<file path="src/rtl/bus_dma.sv">
// Sprite DMA: a CPU write to TRIG_ADDR stalls the core and copies XFER_LEN bytes from
// RAM page {cpu_out, 8'hxx} to the destination port. Define BUS_DMA_BURST_EN for the overlapped mode.
module bus_dma #(
  parameter logic [15:0] TRIG_ADDR = 16'h4014,
  parameter int unsigned XFER_LEN  = 256
) (
  input  logic        clock,
  input  logic        reset,
  input  logic [15:0] cpu_address,
  input  logic [7:0]  cpu_out,
  input  logic        cpu_we,
  output logic        cpu_ce,
  output logic [15:0] mem_address,
  input  logic [7:0]  mem_in,
  output logic [7:0]  mem_out,
  output logic        mem_we,
  output logic [7:0]  dst_address,
  output logic [7:0]  dst_data,
  output logic        dst_we,
  output logic        busy
);

  typedef enum logic [2:0] {StIdle, StRead, StWrite, StDrain, StResume} state_e;

  localparam logic [8:0] LastIdx = 9'(XFER_LEN - 1);

  state_e      state_q;
  logic [7:0]  page_q;
  logic [8:0]  index_q;

  always_ff @(posedge clock or posedge reset) begin
    if (reset) begin
      state_q <= StIdle;
      page_q  <= 8'h00;
      index_q <= 9'd0;
    end else begin
      unique case (state_q)
        StIdle: begin
          if (cpu_we && (cpu_address == TRIG_ADDR)) begin
            page_q  <= cpu_out;
            index_q <= 9'd0;
            state_q <= StRead;
          end
        end
`ifdef BUS_DMA_BURST_EN
        // index_q counts reads; the write lags one byte behind
        StRead: begin
          index_q <= index_q + 9'd1;
          if (index_q == LastIdx) state_q <= StDrain;
        end
        StDrain:  state_q <= StIdle;
`else
        StRead:   state_q <= StWrite;
        StWrite: begin
          if (index_q == LastIdx) begin
            state_q <= StResume;
          end else begin
            index_q <= index_q + 9'd1;
            state_q <= StRead;
          end
        end
`endif
        StResume: state_q <= StIdle;
        default:  state_q <= StIdle;
      endcase
    end
  end

  // Outputs decode state only; cpu_ce never depends on cpu_* inputs
  always_comb begin
    mem_address = cpu_address;
    mem_out     = cpu_out;
    mem_we      = 1'b0;
    cpu_ce      = 1'b0;
    busy        = 1'b1;
    dst_we      = 1'b0;
    dst_address = index_q[7:0];
    dst_data    = mem_in;
    unique case (state_q)
      StIdle: begin
        mem_we = cpu_we;
        cpu_ce = 1'b1;
        busy   = 1'b0;
      end
      StRead: begin
        mem_address = {page_q, index_q[7:0]};
`ifdef BUS_DMA_BURST_EN
        dst_we      = (index_q != 9'd0);
        dst_address = index_q[7:0] - 8'd1;
`endif
      end
      StWrite: dst_we = 1'b1;
      StDrain: begin
        dst_we      = 1'b1;
        dst_address = index_q[7:0] - 8'd1;
      end
      StResume: ;
      default: ;
    endcase
  end

endmodule
</file>
<file path="config.mk">
export PLATFORM = sky130hd
export DESIGN_NAME = bus_dma
export DESIGN_NICKNAME = d
export VERILOG_FILES = /design/src/rtl/bus_dma.sv
export SDC_FILE = /design/constraint.sdc
export NUM_CORES = 1
export LEC_CHECK = 0
export ABC_CLOCK_PERIOD_IN_PS = 2200
export CELL_PAD_IN_SITES_DETAIL_PLACEMENT = 0
export CELL_PAD_IN_SITES_GLOBAL_PLACEMENT = 1
export CORE_MARGIN = 3
export CORE_UTILIZATION = 28
export CTS_CLUSTER_DIAMETER = 100
export DETAILED_ROUTE_END_ITERATION = 7
export PLACE_DENSITY = 0.79
export SYNTH_ARGS = -nofsm -noshare
export SYNTH_HDL_FRONTEND = slang
export SYNTH_SLANG_ARGS = --single-unit
</file>
<file path="constraint.sdc">
create_clock -name clock -period 2.2 [get_ports clock]
set_input_delay 0.44 -clock clock [delete_from_list [all_inputs] [get_ports clock]]
set_output_delay 0.44 -clock clock [all_outputs]
set_load 0.02 [all_outputs]
</file>
== Yosys cells after proc, flatten, opt, wreduce, memory -nomap -nowiden ==
Index checks and enable logic that the tools add are counted.

* Bits in registers: 20
* Word-level logic and storage cells: 30
* Input port bits: 35
* Output and inout bits: 44

* Equal/unequal tests: 7
* Mux-type cells: 12
* Add/sub/neg operators: 2
* Reduce and logical (&&, ||, !) cells: 6

{| class="wikitable"
|+ Operators with widths
! kind !! number
|-
| $mux W9 || 2
|-
| $pmux W9 S2 || 1
|-
| $eq A16 B15 Y1 const B || 1
|-
| $mux W16 || 1
|-
| $add A9 B1 Y9 const B || 1
|-
| $eq A9 B8 Y1 const B || 1
|-
| $pmux W3 S3 || 1
|-
| $mux W8 || 1
|-
| $sub A8 B1 Y8 const B || 1
|-
| $eq A3 B2 Y1 const B || 2
|-
| $mux W3 || 2
|-
| $mux W1 || 4
|-
| $ne A2 B2 Y1 const B || 2
|-
| $eq A3 B1 Y1 const B || 1
|-
| $logic_not A3 Y1 || 1
|-
| $reduce_and A3 Y1 || 1
|-
| $reduce_and A2 Y1 || 1
|-
| $reduce_bool A2 Y1 || 1
|-
| $reduce_or A2 Y1 || 1
|-
| $logic_and A1 B1 Y1 || 1
|}

== Depth between registers and ports, before layout ==
* Depth in word-level cells: 4
* Depth in mapped cells: 10
* Mapped depth without buffers: 9

== Worst setup path before layout ==
No wires, ideal clock.

* Kind: reg-to-output
* Start point: register index_q[0]
* End point: output dst_address[6]
* Slack: 87 ps
* Stages on the path, launching flop included: 7
* Required time: 1760 ps
* Path buffers: 0
* Arrival time: 1673 ps
* Cell sequence: dfrtp_1 inv_1 ha_1 inv_1 or3_1 nor4_1 xor2_1

* Cells in the longest elaborated chain, start to end: 2

{| class="wikitable"
|+ Ends and longest elaborated chain
! what !! line !! source
|-
| start, declared || 29 || <nowiki>logic [8:0] index_q;</nowiki>
|-
| start signal, assigned || 58 || <nowiki>index_q <= index_q + 9'd1;</nowiki>
|-
| $sub A8 B1 Y8 || 95 || <nowiki>dst_address = index_q[7:0] - 8'd1;</nowiki>
|-
| $mux W8 || 79 || <nowiki>unique case (state_q)</nowiki>
|-
| end, declared || 17 || <nowiki>output logic [7:0] dst_address,</nowiki>
|}

No other way between the ends.

== Worst setup path after layout ==
* Start point: register state_q[2]
* End point: output dst_address[7]

* Cells in the longest elaborated chain, start to end: 2

{| class="wikitable"
|+ Ends and longest elaborated chain
! what !! line !! source
|-
| start, declared || 27 || <nowiki>state_e state_q;</nowiki>
|-
| start signal, assigned || 33 || <nowiki>state_q <= StIdle;</nowiki>
|-
| start signal, assigned || 42 || <nowiki>state_q <= StRead;</nowiki>
|-
| start signal, assigned || 53 || <nowiki>StRead: state_q <= StWrite;</nowiki>
|-
| $eq A3 B2 Y1 || 79 ||
|-
| $mux W8 || 79 ||
|}

No other way between the ends.

==> impl_metrics.ini <==
[outcome]
status = complete, but fails checks
violations = setup timing

[timing]
min_period_ns = 2.33
rsz0062_at_grt = yes
slew_viol_final = 0
clock_skew_ns = 0.00282
slew_headroom_pct = 81.3
fin_ws_ns = -0.134
tightest_slew_ns = 0.280
holdWs_ns = 0.505
hold_violations = 0
setup_viol = 21
period_share_pct = 106
fin_setup_tns_ns = -0.933
clock.fmax_ghz = 0.428

[clock_network]
cts_tree = yes
cts_inserted_buffers = 3
postCtsHoldBufs = 0
cts_buffer_depth = 2
cts_sinks = 20
htreeDepth = 1
root_buffer = clkbuf_8
clk_latency_ns = 0.25
path_clk_slew_ns = 0.07

[global_route]
grt_pass1_vias = 1363
grt.busiest_layer = met2
met3_usage_pct = 3.50
overflow = 0
grtUsageMet2_pct = 21.3
antenna_found_initial = 0
use_met1_pct = 16.2
grt_use_total_pct = 12.8
grt_max_degree = 21
grt_pass1_wl_um = 6400

[floorplan]
dieArea_um2 = 6330
rows = 26
start_util_pct = 29.3
die_w_um = 79.6
core_region_area_um2 = 5170
ios = 79
fp.dieH_um = 79.6

[power_and_ir_drop]
p_sw_uw = 199
comb_power_share_pct = 22.8
ir_drop_v = 0.000195
clockPowerShare_pct = 30.3
power_frac_seq_pct = 46.9
internal_power_uw = 589
switching_share_pct = 25.3
p_leak_uw = 0.00117
power_density_nw_per_um2 = 322

[yosys]
synth-seq-cells = 20
syn-mean-instance-area_um2 = 9.71
synthTopCellsByCount = mux2_2 (23), dfrtp_1 (20), buf_4 (17), nand2_1 (11), nor2_1 (9)
synth_ff_type = dfrtp_1
synth-seq-area-share_pct = 33.0
async_flop_share_pct = 100
syn_area_um2 = 1520
yosysTopAreaCellShare_pct = 33.0
yosysWarnings = 0
yosysTopAreaCell = dfrtp_1
synth_area_leaders = dfrtp_1 (33%), mux2_2 (17%), buf_4 (8.4%)
synth_cells = 156
yosysMostFrequentCell = mux2_2
mappedNetlistNets = 194
synth_edf_count = 0
yosysUniqueCellTypes = 44

[flow_run]
drv_cap = 0

[drt]
vias_per_cell = 4.55
first_pass_iters = 4
vias = 1369
drc = 0
drtIter0Drc = 63
wire_per_inst_um = 13.3
wl_um = 4010
postRouteAntennaNets = 0

[setup_path]
critical_path_buf_inv_count = 2
crit_fanout = 3
path_delay_family = simple AND/OR/NAND/NOR gates
crit_chain = nand3b_4, or4_4, buf_6, nor2_4, xor2_1, buf_4
crit_path_top_delay_cell = or4_4
worstSetupPathType = reg2out
cp.required_ns = 1.76
critPathMaxStageDelay_ns = 0.58
cp.arrival_ns = 1.89
start_kind = register
endpoint_kind = output port

[finish]
drive_above_1_share_pct = 47.2
area_delta_synth_final_pct = 61.8
fin_nets = 271
design_area_um2 = 2450
diodes = 0

[placed_design]
gp_congestion = 0.769
dpl.hpwl_um = 2950
place_area_um2 = 2230
io_buffers = 62
place_ws_ns = -0.285

[worst_hold_path]
hold_path_class = reg2reg
==> final timing paths <==
path | start | endpoint | slack [ns] | cells after the start
setup / recovery | state_q[2] | dst_address[7] | -0.13 | 6
hold / removal | page_q[7] | page_q[7] | 0.50 | 1
setup reg to reg | index_q[1] | index_q[7] | -0.06 | 11
hold reg to reg | page_q[7] | page_q[7] | 0.50 | 1
max in group asynchronous | reset | index_q[2] | 1.46 | 3
min in group asynchronous | reset | page_q[3] | 0.52 | 3
==> state kept, by name, indices dropped and copies added, names as in the netlist <==
| signal | flops |
|---|---|
| state_q | 3 |
| index_q | 9 |
| page_q | 8 |
==> worst reg2reg max path: cells and delay by family (launching register included) <==
family | cells | cell delay (ns)
adders and majority gates | 2 | 0.38
AOI/OAI and AO/OA | 2 | 0.53
and+or+nand+nor | 3 | 0.37
buffers and inverters | 4 | 0.49
DFF | 1 | 0.41
==> cell families after synthesis <==
family | Yosys count | synth area share (%)
adders and majority gates | 3 | 2.48
DFF | 20 | 33.0
AOI/OAI and AO/OA | 17 | 6.85
and+or+nand+nor | 51 | 21.8
buffers and inverters | 33 | 13.0
xor gates and xnor gates | 6 | 3.47
muxes | 26 | 19.4
==> power groups by stage <==
stage / sequential (µW) / clock, µW / combinational (µW)
3_3_place_gp: 377 / 0 / 186
6_report: 370 / 239 / 179
5_1_grt: 370 / 258 / 195
2_1_floorplan: 377 / 0 / 105
3_5_place_dp: 377 / 0 / 186
4_1_cts: 370 / 248 / 173
==> cells in the final DEF (no fill, tap or decap), drive strengths merged, types with 2 or more instances in the layout <==
cell / n
o22ai: 5
dfrtp: 20
dlygate4sd2: 3
mux2: 24
mux2i: 2
nor4: 3
nand3: 5
clkbuf: 3
xor2: 3
nor2: 9
xnor2: 3
o21ai: 7
nand2: 11
and2: 2
nor3: 5
ha: 3
or4: 2
buf: 56
nor4b: 2
a21oi: 2
dlymetal6s2s: 2
inv: 8
clkdlybuf4s50: 36
nand2b: 2
==> metrics by stage <==
step | utilization (%) | total power (µW) | instances
3_3_place_gp | 43.2 | 563 | 285
3_5_place_dp | 43.2 | 563 | 285
6_report | 47.4 | 788 | 301
4_1_cts | 44.8 | 791 | 298
5_1_grt | 47.4 | 823 | 301
2_1_floorplan | - | 482 | 156
==> metal layers <==
| layer | up-vias | share of wire [%] |
|---|---|---|
| li1 | 680 | - |
| met1 | 641 | 44 |
| met2 | 44 | 48 |
| met3 | 4 | 7.5 |
| met4 | 0 | 0.75 |
| met5 | - | 0 |
==> repair_timing <==
| action | in CTS | in global routing |
|---|---|---|
| cloned | 1 | 0 |
| endpoints found under the setup margin | 24 | 29 |
| setup buffers | 9 | 3 |
| pin swaps | 1 | 7 |
| gates resized for setup | 110 | 29 |
==> area by class of cell <==
class                           instances  area (µm²)
Inverter                                8        30.0
Multi-Input combinational cell        103         933
Tap cell                               70        87.6
Fill cell                             516        2720
Sequential cell                        20         500
Clock buffer                            3        41.3
Timing Repair Buffer                   97         858
No activity file was read; power rests on OpenSTA's default activity.
